## src/rtl/sobel_window_ctrl_pkg.sv

```systemverilog
`default_nettype none
// ============================================================================
// Module      : sobel_window_ctrl_pkg
// Description : Shared types and default geometry for the Sobel window
//               sequencer (FSM state encoding, image size defaults).
// Revision    : 1.0 - initial release
// ============================================================================
package sobel_window_ctrl_pkg;

  localparam int unsigned C_IMG_W_DEF = 512;
  localparam int unsigned C_IMG_H_DEF = 512;
  localparam int unsigned C_CW_DEF    = 10;
  localparam int unsigned C_RW_DEF    = 10;

  // Frame sequencer states, 3-bit explicit encoding.
  typedef enum logic [2:0] {
    ST_IDLE  = 3'd0,
    ST_CLEAR = 3'd1,
    ST_FILL  = 3'd2,
    ST_RUN   = 3'd3,
    ST_DONE  = 3'd4
  } state_e;

endpackage : sobel_window_ctrl_pkg
`default_nettype wire

```

## src/rtl/sobel_window_ctrl_if.sv

```systemverilog
`default_nettype none
// ============================================================================
// Module      : sobel_window_ctrl_if
// Description : Pixel-source / line-buffer side signals of the Sobel window
//               sequencer.
//   pix_valid_i  pixel present this cycle        (source  -> ctrl)
//   lb0_done_i   line buffer 0 holds a full line (buffer  -> ctrl)
//   lb1_done_i   line buffer 1 holds a full line (buffer  -> ctrl)
//   lb_rst_o     active-high reset of both line buffers
//   lb0_we_o     write enable, line buffer 0
//   lb1_we_o     write enable, line buffer 1
//   win_shift_o  shift the 3x3 window registers one column
//   master: the controller; slave: pixel source + buffers/window.
// Revision    : 1.0 - initial release
// ============================================================================
interface sobel_window_ctrl_if;

  logic pix_valid_i;
  logic lb0_done_i;
  logic lb1_done_i;
  logic lb_rst_o;
  logic lb0_we_o;
  logic lb1_we_o;
  logic win_shift_o;

  modport master (
    input  pix_valid_i, lb0_done_i, lb1_done_i,
    output lb_rst_o, lb0_we_o, lb1_we_o, win_shift_o
  );

  modport slave (
    output pix_valid_i, lb0_done_i, lb1_done_i,
    input  lb_rst_o, lb0_we_o, lb1_we_o, win_shift_o
  );

endinterface : sobel_window_ctrl_if
`default_nettype wire

```

## src/rtl/sobel_window_ctrl_rc_counter.sv

```systemverilog
`default_nettype none
// ============================================================================
// Module      : sobel_window_ctrl_rc_counter
// Description : Next-pixel column/row position counter. Column wraps at
//               IMG_W-1 and bumps the row.
//   clk, rst    clock, synchronous active-low reset
//   clr_i       return position to (0,0)
//   inc_i       advance one pixel
//   col_o/row_o position the next accepted pixel will occupy
//   last_col_o  position is the last column of a line
//   last_pix_o  position is the last pixel of the frame
// Revision    : 1.0 - initial release
// ============================================================================
module sobel_window_ctrl_rc_counter #(
  parameter int unsigned IMG_W = 512,
  parameter int unsigned IMG_H = 512,
  parameter int unsigned CW    = 10,
  parameter int unsigned RW    = 10
) (
  input  wire logic          clk,
  input  wire logic          rst,
  input  wire logic          clr_i,
  input  wire logic          inc_i,
  output logic [CW-1:0]      col_o,
  output logic [RW-1:0]      row_o,
  output logic               last_col_o,
  output logic               last_pix_o
);

  localparam logic [CW-1:0] C_LAST_COL = CW'(IMG_W - 1);
  localparam logic [RW-1:0] C_LAST_ROW = RW'(IMG_H - 1);

  logic [CW-1:0] ncol_q, ncol_d;
  logic [RW-1:0] nrow_q, nrow_d;

  always_comb begin
    ncol_d = ncol_q;
    nrow_d = nrow_q;
    if (clr_i) begin
      ncol_d = '0;
      nrow_d = '0;
    end else if (inc_i) begin
      if (ncol_q == C_LAST_COL) begin
        ncol_d = '0;
        nrow_d = (nrow_q == C_LAST_ROW) ? '0 : nrow_q + RW'(1);
      end else begin
        ncol_d = ncol_q + CW'(1);
      end
    end
  end

  always_ff @(posedge clk) begin
    if (!rst) begin
      ncol_q <= '0;
      nrow_q <= '0;
    end else begin
      ncol_q <= ncol_d;
      nrow_q <= nrow_d;
    end
  end

  assign col_o      = ncol_q;
  assign row_o      = nrow_q;
  assign last_col_o = (ncol_q == C_LAST_COL);
  assign last_pix_o = (ncol_q == C_LAST_COL) && (nrow_q == C_LAST_ROW);

endmodule : sobel_window_ctrl_rc_counter
`default_nettype wire

```

## src/rtl/sobel_window_ctrl.sv

```systemverilog
`default_nettype none
// ============================================================================
// Module      : sobel_window_ctrl
// Description : Sequencer for the two cascaded line buffers feeding a 3x3
//               Sobel window. Gates buffer writes, tracks pixel position,
//               flags valid neighbourhoods and signals end of frame.
//   clk, rst      clock, synchronous active-low reset
//   start_i       begin a frame (honoured only when idle)
//   lb_if         pixel valid in, line-buffer done in, buffer reset/write
//                 enables and window shift out
//   win_valid_o   window centred on a full neighbourhood (registered)
//   col_o/row_o   position of the last accepted pixel
//   busy_o        frame in progress
//   frame_done_o  one-cycle end-of-frame pulse
//   err_o         sticky: buffers not full when a window was declared valid
// Revision    : 1.0 - initial release
// ============================================================================
module sobel_window_ctrl
  import sobel_window_ctrl_pkg::*;
#(
  parameter int unsigned IMG_W = C_IMG_W_DEF,
  parameter int unsigned IMG_H = C_IMG_H_DEF,
  parameter int unsigned CW    = C_CW_DEF,
  parameter int unsigned RW    = C_RW_DEF
) (
  input  wire logic                clk,
  input  wire logic                rst,
  input  wire logic                start_i,
  sobel_window_ctrl_if.master      lb_if,
  output logic                     win_valid_o,
  output logic [CW-1:0]            col_o,
  output logic [RW-1:0]            row_o,
  output logic                     busy_o,
  output logic                     frame_done_o,
  output logic                     err_o
);

  state_e        state_q, state_d;
  logic          win_valid_q, win_valid_d;
  logic          err_q, err_d;
  logic [CW-1:0] col_q, col_d;
  logic [RW-1:0] row_q, row_d;

  logic          accept;
  logic          in_clear;
  logic [CW-1:0] ncol;
  logic [RW-1:0] nrow;
  logic          last_col;
  logic          last_pix;
  logic          deep_row;

  assign in_clear = (state_q == ST_CLEAR);
  assign accept   = lb_if.pix_valid_i && ((state_q == ST_FILL) || (state_q == ST_RUN));
  // Rows 0/1 only prime the buffers; from row 2 both buffers must be full.
  assign deep_row = (nrow >= RW'(2));

  sobel_window_ctrl_rc_counter #(
    .IMG_W (IMG_W),
    .IMG_H (IMG_H),
    .CW    (CW),
    .RW    (RW)
  ) u_rc_counter (
    .clk        (clk),
    .rst        (rst),
    .clr_i      (in_clear),
    .inc_i      (accept),
    .col_o      (ncol),
    .row_o      (nrow),
    .last_col_o (last_col),
    .last_pix_o (last_pix)
  );

  always_comb begin
    state_d = state_q;
    unique case (state_q)
      ST_IDLE:  if (start_i) state_d = ST_CLEAR;
      ST_CLEAR: state_d = ST_FILL;
      ST_FILL: begin
        if (accept && last_pix)                           state_d = ST_DONE;
        else if (accept && last_col && (nrow == RW'(1)))  state_d = ST_RUN;
      end
      ST_RUN:   if (accept && last_pix) state_d = ST_DONE;
      ST_DONE:  state_d = ST_IDLE;
      default:  state_d = ST_IDLE;
    endcase
  end

  always_comb begin
    col_d       = col_q;
    row_d       = row_q;
    err_d       = err_q;
    win_valid_d = accept && deep_row && (ncol >= CW'(2));
    if (accept) begin
      col_d = ncol;
      row_d = nrow;
    end
    if (in_clear) begin
      err_d = 1'b0;
    end else if (accept && deep_row && !(lb_if.lb0_done_i && lb_if.lb1_done_i)) begin
      err_d = 1'b1;
    end
  end

  always_ff @(posedge clk) begin
    if (!rst) begin
      state_q     <= ST_IDLE;
      col_q       <= '0;
      row_q       <= '0;
      win_valid_q <= 1'b0;
      err_q       <= 1'b0;
    end else begin
      state_q     <= state_d;
      col_q       <= col_d;
      row_q       <= row_d;
      win_valid_q <= win_valid_d;
      err_q       <= err_d;
    end
  end

  assign lb_if.lb_rst_o    = !rst || in_clear;
  assign lb_if.lb0_we_o    = accept;
  assign lb_if.lb1_we_o    = accept && lb_if.lb0_done_i;
  assign lb_if.win_shift_o = accept;

  assign win_valid_o  = win_valid_q;
  assign col_o        = col_q;
  assign row_o        = row_q;
  assign busy_o       = (state_q != ST_IDLE);
  assign frame_done_o = (state_q == ST_DONE);
  assign err_o        = err_q;

endmodule : sobel_window_ctrl
`default_nettype wire

```

## src/flat_wrapper.sv

```systemverilog
// flat-port wrapper written by rule: the top's interface ports become plain ports
module sobel_window_ctrl_flat import sobel_window_ctrl_pkg::*;
#(
  parameter int unsigned IMG_W = C_IMG_W_DEF,
  parameter int unsigned IMG_H = C_IMG_H_DEF,
  parameter int unsigned CW    = C_CW_DEF,
  parameter int unsigned RW    = C_RW_DEF
)
  (clk, rst, start_i, win_valid_o, col_o, row_o, busy_o, frame_done_o, err_o, lb_if_pix_valid_i, lb_if_lb0_done_i, lb_if_lb1_done_i, lb_if_lb_rst_o, lb_if_lb0_we_o, lb_if_lb1_we_o, lb_if_win_shift_o);
  sobel_window_ctrl_if lb_if_i ();
  input  wire logic clk;
  input  wire logic rst;
  input  wire logic start_i;
  output logic win_valid_o;
  output logic [CW-1:0] col_o;
  output logic [RW-1:0] row_o;
  output logic busy_o;
  output logic frame_done_o;
  output logic err_o;
  input wire logic [$bits(lb_if_i.pix_valid_i)-1:0] lb_if_pix_valid_i;
  input wire logic [$bits(lb_if_i.lb0_done_i)-1:0] lb_if_lb0_done_i;
  input wire logic [$bits(lb_if_i.lb1_done_i)-1:0] lb_if_lb1_done_i;
  output wire logic [$bits(lb_if_i.lb_rst_o)-1:0] lb_if_lb_rst_o;
  output wire logic [$bits(lb_if_i.lb0_we_o)-1:0] lb_if_lb0_we_o;
  output wire logic [$bits(lb_if_i.lb1_we_o)-1:0] lb_if_lb1_we_o;
  output wire logic [$bits(lb_if_i.win_shift_o)-1:0] lb_if_win_shift_o;
  assign lb_if_i.pix_valid_i = lb_if_pix_valid_i;
  assign lb_if_i.lb0_done_i = lb_if_lb0_done_i;
  assign lb_if_i.lb1_done_i = lb_if_lb1_done_i;
  assign lb_if_lb_rst_o = lb_if_i.lb_rst_o;
  assign lb_if_lb0_we_o = lb_if_i.lb0_we_o;
  assign lb_if_lb1_we_o = lb_if_i.lb1_we_o;
  assign lb_if_win_shift_o = lb_if_i.win_shift_o;
  sobel_window_ctrl #(.IMG_W(IMG_W), .IMG_H(IMG_H), .CW(CW), .RW(RW)) u_core (.clk(clk), .rst(rst), .start_i(start_i), .lb_if(lb_if_i), .win_valid_o(win_valid_o), .col_o(col_o), .row_o(row_o), .busy_o(busy_o), .frame_done_o(frame_done_o), .err_o(err_o));
endmodule
```

## config.mk

```make
export PLATFORM = sky130hd
export DESIGN_NAME = sobel_window_ctrl_flat
export DESIGN_NICKNAME = d
export VERILOG_FILES = /design/src/rtl/sobel_window_ctrl_pkg.sv /design/src/rtl/sobel_window_ctrl_if.sv /design/src/rtl/sobel_window_ctrl_rc_counter.sv /design/src/rtl/sobel_window_ctrl.sv /design/src/flat_wrapper.sv
export SDC_FILE = /design/constraint.sdc
export NUM_CORES = 1
export LEC_CHECK = 0
export ABC_AREA = 0
export CAP_MARGIN = 25
export CORE_UTILIZATION = 55
export DETAILED_ROUTE_END_ITERATION = 10
export GPL_TIMING_DRIVEN = 0
export PLACE_DENSITY = 0.87
export SLEW_MARGIN = 20
export SYNTH_ARGS = -nofsm -noshare
export SYNTH_HDL_FRONTEND = slang
export SYNTH_SLANG_ARGS = --single-unit
```

## constraint.sdc

```tcl
create_clock -name clk -period 3.13 [get_ports clk]
set_input_delay 0.939 -clock clk [delete_from_list [all_inputs] [get_ports clk]]
set_output_delay 0.939 -clock clk [all_outputs]
set_load 0.02 [all_outputs]
```

After elaboration in Yosys (flattened, before gate mapping)
Cells that the tools add are included.
{"block": "totals", "output_inout_bits": 28, "word_cells": 48, "in_bits": 6, "ff_bits": 45}
{"block": "op_classes", "add_sub_neg": 2, "n_lt_le_gt_ge": 2, "reduce_logical": 19, "n_eq_ne": 10, "bitwise_logic": 1, "muxes": 7}
{"op": "adder 10 x 1 -> 10 bit, second input constant", "n": 2}
{"op": "== test 10 x 9 -> 1 bit, second input constant", "n": 2}
{"op": ">= comparator 10 x 2 -> 1 bit, second input constant", "n": 2}
{"op": "2-to-1 mux 10 bit", "n": 2}
{"op": "2-to-1 mux 3 bit", "n": 4}
{"op": "one-hot mux 3 bit (4 select lines)", "n": 1}
{"op": "== test 10 x 1 -> 1 bit, second input constant", "n": 1}
{"op": "logical AND 1 bit", "n": 10}
{"op": "== test 3 x 2 -> 1 bit, second input constant", "n": 2}
{"op": "!= test 2 bit, second input constant", "n": 2}
{"op": "== test 3 x 1 -> 1 bit, second input constant", "n": 1}
{"op": "== test 3 bit, second input constant", "n": 1}
{"op": "zero test 3 bit", "n": 1}
{"op": "!= test 3 bit, second input constant", "n": 1}
{"op": "AND reduction 3 bit", "n": 1}
{"op": "nonzero test 3 bit", "n": 1}
{"op": "zero test 1 bit", "n": 2}
{"op": "logical OR 1 bit", "n": 2}
{"op": "AND reduction 2 bit", "n": 1}
{"op": "OR reduction 2 bit", "n": 1}
{"op": "NOT 1 bit", "n": 1}

Logic depth before layout (Yosys ltp)
Gate-level depths: netlist of run 1.
{"block": "depth", "ltp_word": 8, "ltp_mapped": 7, "ltp_nobuf": 6}

Modules after synthesis
A second synthesis of run 1 with hierarchy kept.
{"block": "hier_totals", "hier_cells": 243, "area_unflattened_um2": 2029.4}
{"mod": "sobel_window_ctrl", "area_per_inst_um2": 1034.7, "cells_each": 126, "instances": 1, "seq_area_each_um2": 500.5}
{"mod": "sobel_window_ctrl_rc_counter", "area_per_inst_um2": 994.7, "cells_each": 117, "instances": 1, "seq_area_each_um2": 400.4}

Worst setup path before layout of run 1
OpenSTA, ideal clock, no wires.
{"block": "synth_timing", "path_type": "in2out", "start": "input lb_if_pix_valid_i", "end": "output lb_if_lb1_we_o", "t_arrival_ps": 1899, "t_required_ps": 2191, "slack_ps": 292, "n_path_buf": 1, "cell_stages": 4, "cell_sequence": "nand3b_1 -> clkinv_1 -> clkbuf_1 -> and2_1"}
{"block": "synth_between", "elab_chain_len": 2}
{"item": "start: declaration", "line": "flat_wrapper.sv:20", "rtl": "input wire logic [$bits(lb_if_i.pix_valid_i)-1:0] lb_if_pix_valid_i;"}
{"item": "logical AND 1 bit", "line": "sobel_window_ctrl.sv:53", "rtl": "assign accept = lb_if.pix_valid_i && ((state_q == ST_FILL) || (state_q == ST_RUN));"}
{"item": "via lb_if_lb0_we_o", "line": "flat_wrapper.sv:24", "rtl": "output wire logic [$bits(lb_if_i.lb0_we_o)-1:0] lb_if_lb0_we_o;"}
{"item": "logical AND 1 bit", "line": "sobel_window_ctrl.sv:122", "rtl": "assign lb_if.lb1_we_o = accept && lb_if.lb0_done_i;"}
{"item": "end: declaration", "line": "flat_wrapper.sv:25", "rtl": "output wire logic [$bits(lb_if_i.lb1_we_o)-1:0] lb_if_lb1_we_o;"}
The timed path passes the listed nets, and every way through them passes these cells.

Worst setup path in the final report of run 1
{"block": "layout_timing", "start": "input lb_if_pix_valid_i", "end": "output lb_if_lb0_we_o"}
{"block": "layout_between", "elab_chain_len": 1}
{"item": "logical AND 1 bit", "line": "sobel_window_ctrl.sv:53"}
{"item": "end: declaration", "line": "flat_wrapper.sv:24"}
No other way between the ends.

==> metrics, run 1 <==
CTS sink cnt between 40 and 50; Worst-Skew Late Latency approximately 0.35 ns; reg2reg path depth 6; Overall Global Routing Usage 25.6%; pre-CTS setup slack -0.721 ns; outcome finished, final reports clean; Pleak 0.809 nW; GR Util met3 7.14%; Core ar. 0.00336 mm²; Die W 61.4 µm; CTS Buffer Depth 2; antenna-violating nets left 0; Fin. Hold Viols 0; clock share of power 36.2%; syn_nets 249; leading area contributor after synthesis dfxtp_1; NumNets Final 294; drt first pass iters 5; fin. max-slew vios 0; Pwr Total between 1 and 1.5 mW; RSZ-0062 raised after global routing false; Detailed Place HPWL 3020 µm; Pint 0.794 mW; worst reg2reg setup slack 0.65 ns; Setup WS post-layout 0.0633 ns; Setup CP Type input port to primary output; R2R Path End u_core.u_rc_counter.row_o[7]; Slew HR a little under three fifths; Die Area 0.00377 mm²; post-synthesis sequential area ratio 46.4%; number of vias per cell 5.48; top cells by area in the synthesized netlist dfxtp_1 (46%), nand2_1 (9.5%), a21oi_1 (8.0%); register area approximately 900 µm²; vias in the first global route 1541; residual DRC count 0; root buffer cell clkbuf_4; # IOs 34; GRT Max-Usage Layer met2; Final Cycle Share 98.0%; CTS tree yes; Synthesis Warnings 0; Critical path buffers and inverters 4; Post-Synthesis Cells 238; cells along the critical path clkdlybuf4s50_1 > nand3b_1 > clkinv_4 > buf_4 > dlygate4sd2_1; grt met1 use between 30% and 40%; clock-pin slew on the worst setup and hold paths 0.12 ns; f_max 326 MHz; Synth top area share 46.4%; setup violators final 0; n_diodes 0; Peak supply drop 0.000288 V; multi-input logic area 951 µm²; post-layout instance area 0.00246 mm²; Finished Layout Cells 330; layout cells sized above 1 under 10%; routed wire length 4240 µm; Async S/R FF share, synth 0%; hold endpoint u_core.row_o[6]; Psw 0.222 mW; Synth Flop Type dfxtp_1; Initial DRC Count 116; Crit path largest cell delay 0.48 ns; WHS Path Cells 2; I/O Buffers 33; M2 GR Usage about 40%; Initial Util 57.8%; # Max-Cap Violations 0; Die Ht 61.4 µm; CP max stage cell clkdlybuf4s50_1; Synth cell types 37; Min-Delay Path Class register to register; Post-synth EDFFs 0; combinational share of power 6.8%; initial antenna violation count 0; Seq cells post-synth 45; grt ovf 0; critical path peak fanout 5; Cell Pwr Density 414 mW/mm²; placement-stage cell area between 0.002 and 0.0025 mm²; critical path required time 2.19 ns; fill cell count 297; Area Growth Syn to Fin 26.4%; CP endpoint kind primary output; H-tree Lvls 2; crit-path leading delay family buffers and inverters; Hold Slack 0.461 ns; DR vias 1808; CTS Buf Count 5; Placement Rows 21; Switching Fraction 21.8%; Post-Syn Area per Cell between 8 and 9 µm²; clk_skew approximately 0.012 ns; Cell Area, Synth 0.00194 mm²; largest net degree at the start of global routing 14; Startpoint Class input port; Critical Path AT 2.13 ns; Worst Max-Slew Pin Slew 0.649 ns; part of the power in registers a little under three fifths; routed length per instance approximately 13 µm; first-pass GRT wire length 7070 µm; reg2reg start u_core.u_rc_counter.col_o[1]; fin crit period 3.07 ns; hold_sp u_core.row_o[6]; gpl congestion 0.837; Inst Count DP 317
==> power groups by stage <==
stage               combinational, mW  sequential (mW)  clock [mW]
global route                   0.0758            0.580       0.402
global placement               0.0608            0.592           0
floorplan                      0.0366            0.591           0
finish                         0.0688            0.579       0.368
CTS                            0.0646            0.579       0.375
detailed placement             0.0618            0.592           0
==> how the worst max path moves through the flow <==
stage                                  from        endpoint  slack [ns]  cells past startpoint
after global routing      lb_if_pix_valid_i  lb_if_lb0_we_o       0.004                      5
final                     lb_if_pix_valid_i  lb_if_lb0_we_o        0.06                      5
after CTS                               rst  lb_if_lb_rst_o        0.03                      5
after floorplan           lb_if_pix_valid_i  lb_if_lb1_we_o        0.29                      4
after global placement    lb_if_pix_valid_i  lb_if_lb1_we_o       -0.69                      6
after detailed placement  lb_if_pix_valid_i  lb_if_lb1_we_o       -0.72                      6
==> state kept, by name, summed over array words and instances, names as in the netlist <==
signal / count
u_core.u_rc_counter.row_o: 10
u_core.u_rc_counter.col_o: 10
u_core.row_o: 10
u_core.col_o: 10
u_core.err_o: 1
u_core.state_q: 3
u_core.win_valid_o: 1
==> final cells by class <==
cell class	count	share of cell area (%)
tap	46	2.34
clock inverter	1	1.22
inverter	11	1.94
clock buffer	7	2.24
buffer	10	2.04
multi-input combinational	171	38.7
timing repair buffer	39	14.8
sequential	45	36.7
==> synthesized netlist by cell type (4+ instances only) <==
cell type	instances
a21oi_1	31
clkbuf_1	7
dfxtp_1	45
ha_1	5
inv_1	9
nand2_1	49
nand3_1	7
nor2_1	18
nor4_1	9
o31ai_1	7
or3_1	4
or4_1	6
xnor2_1	6
==> repair_timing <==
item | in CTS | in global routing
cloned | 0 | 0
hold buffers | 0 | 0
resized for setup | 10 | 4
setup endpoints to repair | 4 | 3
setup buffers | 3 | 3
==> worst min-delay path, delay by kind of cell (launching register included) <==
kind | cells | cell delay, ns
flops | 1 | 0.33
simple gates | 1 | 0.05
compound gates | 1 | 0.05
==> layer usage <==
metal,wire [µm],share of wire (%),up-vias
met5,0,0,-
met4,68,1.6,0
met3,193,4.6,6
met2,2030,48,49
met1,1940,46,832
li1,-,-,921
==> per-stage QoR <==
stage	TNS (ns)	utilization, %
floorplan	0	-
global placement	-2.39	69.3
detailed placement	-2.55	69.3
CTS	0	72.6
global route	0	73.0
finish	0	73.0
==> logic make-up (layout without fill, tap and decap cells) <==
group	count (synthesis)	in the layout	synth area share (%)
adder cells (fa/ha/maj)	5	5	3.22
AND/OR/NAND/NOR	110	110	27.4
buffers and inverters	22	68	4.89
flip-flops	45	45	46.4
XOR/XNOR	8	8	3.61
AO/OA/AOI/OAI	47	47	13.9
multiplexers	1	1	0.579
==> cell usage in the layout, fill, tap and decap left out, types with 2 or more instances in the layout <==
cell type / n
dfxtp_1: 45
nand2_1: 49
nor4_1: 9
o31ai_1: 7
clkdlybuf4s50_1: 29
ha_1: 5
clkbuf_4: 5
clkbuf_1: 7
or2_2: 2
a21oi_1: 30
buf_4: 7
inv_1: 9
xor2_1: 2
or4_1: 6
o21ai_0: 3
buf_2: 2
and2_1: 2
xnor2_1: 6
or3_1: 4
nand3_1: 7
nand3b_1: 2
nor3_1: 3
nand4_1: 3
nor2_1: 18
Note: power is estimated with default switching activity, not from simulation.
==> run 2, diff against run 1 <==
==> constraint.sdc (replaced) <==
create_clock -name clk -period 3.13 [get_ports clk]
set_input_delay 0.939 -clock clk [delete_from_list [all_inputs] [get_ports clk]]
set_output_delay 0.939 -clock clk [all_outputs]
set_load 0.1 [all_outputs]
==> metrics, run 2 (synthesis results as in run 1) <==
outcome finished, final reports clean; Peak supply drop 0.000309 V (+7.4%); RSZ-0062 raised after global routing false; CTS Buffer Depth 2 (unchanged); root buffer cell clkbuf_4; Overall Global Routing Usage 24.6% (-1.0 points); H-tree Lvls 2 (unchanged); critical path peak fanout 8 (+3); gpl congestion 0.841 (+0.49%); Die Ht 61.4 µm (unchanged); I/O Buffers 33 (unchanged); number of vias per cell 5.52 (+0.67%); Core ar. 0.00336 mm² (unchanged); # hold bufs at CTS 0 (unchanged); NumNets Final 290 (-1.4%); placement-stage cell area 0.00233 mm² (+0.16%); Pwr Total 1.06 mW (+4.4%); largest net degree at the start of global routing 20 (+6); routed wire length 4350 µm (+2.7%); GRT Max-Usage Layer met2; clock-pin slew on the worst setup and hold paths 0.13 ns (about the same); layout cells sized above 1 9.64% (-0.22 points); Critical Path AT 2.12 ns (about the same); grt met1 use 32.5% (-1.4 points); Setup TNS 0 ns (unchanged); most common cell after layout, fill and taps aside nand2_1; # IOs 34 (unchanged); f_max 327 MHz (+0.27%); Slew HR 34.5% (-22 points); Finished Layout Cells 326 (-1.2%); Initial Util 57.8% (unchanged); fin crit period 3.06 ns (-0.00823 ns); Worst Max-Slew Pin Slew 0.979 ns (+0.330 ns); Die Area 0.00377 mm² (unchanged); Cell Pwr Density 434 mW/mm² (+4.9%); R2R Path End u_core.u_rc_counter.row_o[7]; residual DRC count 0 (unchanged); Initial DRC Count 71 (-39%); Startpoint Class input port; Inst Count DP 317 (unchanged); CTS sink cnt 45 (unchanged); Setup CP Type input port to primary output; clk_skew 0.00886 ns (-0.00361 ns); Pleak 0.813 nW (+0.44%); fill cell count 285 (-4.0%); n_diodes 0 (unchanged); routed length per instance 13.3 µm (+4.0%); GR Util met3 7.35% (+0.21 points); multi-input logic area 953 µm² (+0.26%); Detailed Place HPWL 3050 µm (+0.75%); Area Growth Syn to Fin 25.8%; WHS Path Cells 2 (unchanged); Die W 61.4 µm (unchanged); setup violators final 0 (unchanged); Final Util 72.7% (-0.37 points); hold_sp u_core.row_o[5]; fin. max-slew vios 0 (unchanged); first-pass GRT wire length 6930 µm (-2.0%); commonest non-fill, non-tap cells in the layout nand2_1 (49), dfxtp_1 (45), a21oi_1 (30); Placement Rows 21 (unchanged); DR vias 1798 (-0.55%); Worst-Skew Late Latency 0.37 ns (+0.02 ns); CP endpoint kind primary output; antenna-violating nets left 0 (unchanged); worst reg2reg setup slack 0.71 ns (+0.06 ns); reg2reg path depth 6 (unchanged); Final Cycle Share 97.7% (-0.26 points); register area 901 µm² (unchanged); reg2reg start u_core.u_rc_counter.col_o[1]; CTS tree yes; Min-Delay Path Class register to register; grt ovf 0 (unchanged); vias in the first global route 1536 (-0.32%); post-layout instance area 0.00244 mm² (-0.51%); critical path required time 2.19 ns (about the same); hold endpoint u_core.row_o[5]; # Max-Cap Violations 0 (unchanged); Fin. Hold Viols 0 (unchanged); CTS Buf Count 5 (unchanged); drt first pass iters 5 (unchanged); M2 GR Usage 39.6% (-0.47 points); initial antenna violation count 0 (unchanged)
run 2: worst max-delay path, cell delays in order:
cell,delay [ns]
clkdlybuf4s50_1,0.50
inv_1,0.11
a21oi_2,0.18
clkinv_2,0.16
buf_6,0.22
run 2: final cells by class:
type,count,area share (%)
multi-input combinational,171,39.0
timing repair buffer,35,14.3
buffer,10,2.05
tap,46,2.36
clock inverter,1,1.23
inverter,11,1.95
sequential,45,36.9
clock buffer,7,2.25
run 2: worst max path at each step:
stage / startpoint / end / slack [ns] / cells past startpoint
6_report: rst / lb_if_lb_rst_o / 0.07 / 5
5_1_grt: rst / lb_if_lb_rst_o / 0.02 / 5
4_1_cts: u_core.state_q[1] / frame_done_o / 0.01 / 3
3_5_place_dp: lb_if_pix_valid_i / lb_if_lb1_we_o / -1.09 / 6
3_3_place_gp: lb_if_pix_valid_i / lb_if_lb1_we_o / -1.07 / 6
2_1_floorplan: lb_if_pix_valid_i / lb_if_lb1_we_o / 0.02 / 4
run 2: power breakdown:
group	total [mW]	switching, mW	internal, mW	leakage [nW]
Combinational	0.0949	0.0691	0.0258	0.404
Sequential	0.580	0.00404	0.576	0.363
Clock	0.385	0.195	0.191	0.0455
Total	1.06	0.268	0.792	0.813
run 2: repair_timing:
| item | CTS | global route |
|---|---|---|
| resized for setup | 30 | 2 |
| endpoints found under the hold margin | 0 | 0 |
| endpoints found under the setup margin | 4 | 3 |
| buffers inserted | 0 | 2 |
run 2: metal layers:
metal  part of all wire, %  vias to the layer above
met5                     0                        -
met3                   5.3                        7
li1                      -                      905
met4                   1.2                        0
met2                    48                       48
met1                    45                      838
run 2: through the flow:
step,setup slack [ns],hold slack (ns)
3_5_place_dp,-1.09,0.448
2_1_floorplan,0.0185,0.461
3_3_place_gp,-1.07,0.444
4_1_cts,0.0101,0.466
6_report,0.0716,0.460
5_1_grt,0.0200,0.485
==> run 3, diff against run 2 <==
--- a/config.mk
+++ b/config.mk
@@ -7,10 +7,10 @@
 export LEC_CHECK = 0
 export ABC_AREA = 0
 export CAP_MARGIN = 25
-export CORE_UTILIZATION = 55
+export CORE_UTILIZATION = 25
 export DETAILED_ROUTE_END_ITERATION = 10
 export GPL_TIMING_DRIVEN = 0
-export PLACE_DENSITY = 0.87
+export PLACE_DENSITY = 0.48
 export SLEW_MARGIN = 20
 export SYNTH_ARGS = -nofsm -noshare
 export SYNTH_HDL_FRONTEND = slang
==> metrics, run 3 (synthesis results as in run 1) <==
outcome finished, final reports clean; pre-CTS setup slack -1.08 ns (+0.00386 ns); Core ar. 0.00737 mm² (+120%); Critical Path AT 2.12 ns (about the same); CTS Buf Count 5 (unchanged); setup violators final 0 (unchanged); reg2reg start u_core.u_rc_counter.col_o[1]; routed length per instance 12.7 µm (-4.5%); critical path peak fanout 19 (+11); residual DRC count 0 (unchanged); CTS Buffer Depth 2 (unchanged); Slew HR 34.7% (+0.24 points); largest net degree at the start of global routing 20 (unchanged); cells along the critical path clkdlybuf4s50_1 > nand3b_1 > clkinv_4 > buf_4 > buf_4; worst reg2reg setup slack 0.67 ns (-0.04 ns); DR vias 1734 (-3.6%); antenna-violating nets left 0 (unchanged); n_diodes 0 (unchanged); CP endpoint kind primary output; Pleak 0.813 nW (about the same); Die W 90.2 µm (+47%); Die Ht 90.2 µm (+47%); Min-Delay Path Class register to register; Hold Slack 0.456 ns (-0.00373 ns); # Max-Cap Violations 0 (unchanged); Initial Util 26.4% (-31 points); f_max 327 MHz (-0.13%); H-tree Lvls 2 (unchanged); commonest non-fill, non-tap cells in the layout nand2_1 (49), dfxtp_1 (45), a21oi_1 (30); Worst Max-Slew Pin Slew 0.976 ns (-0.00363 ns); routed wire length 4820 µm (+11%); I/O Buffers 33 (unchanged); Placement Rows 31 (+48%); fin. max-slew vios 0 (unchanged); NumNets Final 289 (-0.34%); Overall Global Routing Usage 12.3% (-12 points); initial antenna violation count 0 (unchanged); vias in the first global route 1540 (+0.26%); hold_sp u_core.col_o[9]; most common cell after layout, fill and taps aside nand2_1; clk_skew 0.00964 ns (+0.000775 ns); Area Growth Syn to Fin 29.2%; Crit path largest cell delay 0.45 ns (-0.05 ns); Fin. Hold Viols 0 (unchanged); Final Cycle Share 97.8% (+0.12 points); gpl congestion 0.750 (-11%); # IOs 34 (unchanged); hold endpoint u_core.col_o[9]; CTS tree yes; drt first pass iters 4 (-1); CTS sink cnt 45 (unchanged); Initial DRC Count 74 (+4.2%); RSZ-0062 raised after global routing false; CP Launch Point lb_if_pix_valid_i; Setup CP Type input port to primary output; reg2reg path depth 6 (unchanged); clock-pin slew on the worst setup and hold paths 0.08 ns (-0.05 ns); WHS Path Cells 2 (unchanged); Detailed Place HPWL 3360 µm (+10%); # hold bufs at CTS 0 (unchanged); R2R Path End u_core.u_rc_counter.row_o[7]; fin crit period 3.06 ns (+0.00390 ns); Cell Pwr Density 427 mW/mm² (-1.5%); cell repeated most along the worst path buf_4; Die Area 0.00813 mm² (+120%); CP max stage cell clkdlybuf4s50_1; Setup WS post-layout 0.0677 ns (-0.00390 ns); critical path required time 2.19 ns (about the same); grt ovf 0 (unchanged); Peak supply drop 0.000189 V (-39%); Worst-Skew Late Latency 0.30 ns (-0.07 ns); layout cells sized above 1 9.68% (+0.035 points); Startpoint Class input port; root buffer cell clkbuf_8; first-pass GRT wire length 7950 µm (+15%); number of vias per cell 4.59 (-17%)
run 3: what timing repair did:
action | CTS | global route
resized for setup | 27 | 3
setup endpoints to repair | 4 | 3
setup buffers | 1 | 0
run 3: worst max-delay path by stage:
stage | end | slack [ns] | depth (start not counted)
global placement | lb_if_lb1_we_o | -1.09 | 6
floorplan | lb_if_lb1_we_o | 0.02 | 4
CTS | lb_if_lb1_we_o | 0.02 | 5
detailed placement | lb_if_lb1_we_o | -1.08 | 6
global route | lb_if_win_shift_o | 0.01 | 5
finish | lb_if_win_shift_o | 0.07 | 5
run 3: area by class of cell:
class                           instances  area, µm²
Fill cell                             821       4860
Buffer                                 10       50.0
Inverter                               11       47.5
Multi-Input combinational cell        171        953
Clock buffer                            7       96.3
Clock inverter                          1       5.00
Tap cell                               99        124
Timing Repair Buffer                   34        334
Sequential cell                        45        901
run 3: metrics by stage:
step	std cells	cell area, µm²	util [%]	power, mW	TNS, ns
floorplan	238	1950	-	0.657	0
finish	378	2510	34.1	1.07	0
CTS	378	2500	33.9	1.09	0
global placement	370	2400	32.6	0.686	-4.05
detailed placement	370	2400	32.6	0.687	-4.09
global route	378	2510	34.1	1.11	0
run 3: report_power, final:
part | total (mW) | switching [mW] | internal (mW)
sequential | 0.579 | 0.00399 | 0.575
combinational | 0.0951 | 0.0708 | 0.0244
clock | 0.399 | 0.199 | 0.200
total | 1.07 | 0.274 | 0.799
run 3: layer usage:
metal	global-route usage, %	vias up	part of all wire, %
met5	0	-	0
met4	4.84	0	1.1
met3	2.54	4	4.0
met2	16.4	51	40
met1	18.9	777	55
li1	-	902	-
run 3: worst max-delay path, delay by kind of cell:
kind	cells	cell delay, ns
buffers and inverters	4	1.02
AND/OR/NAND/NOR	1	0.15
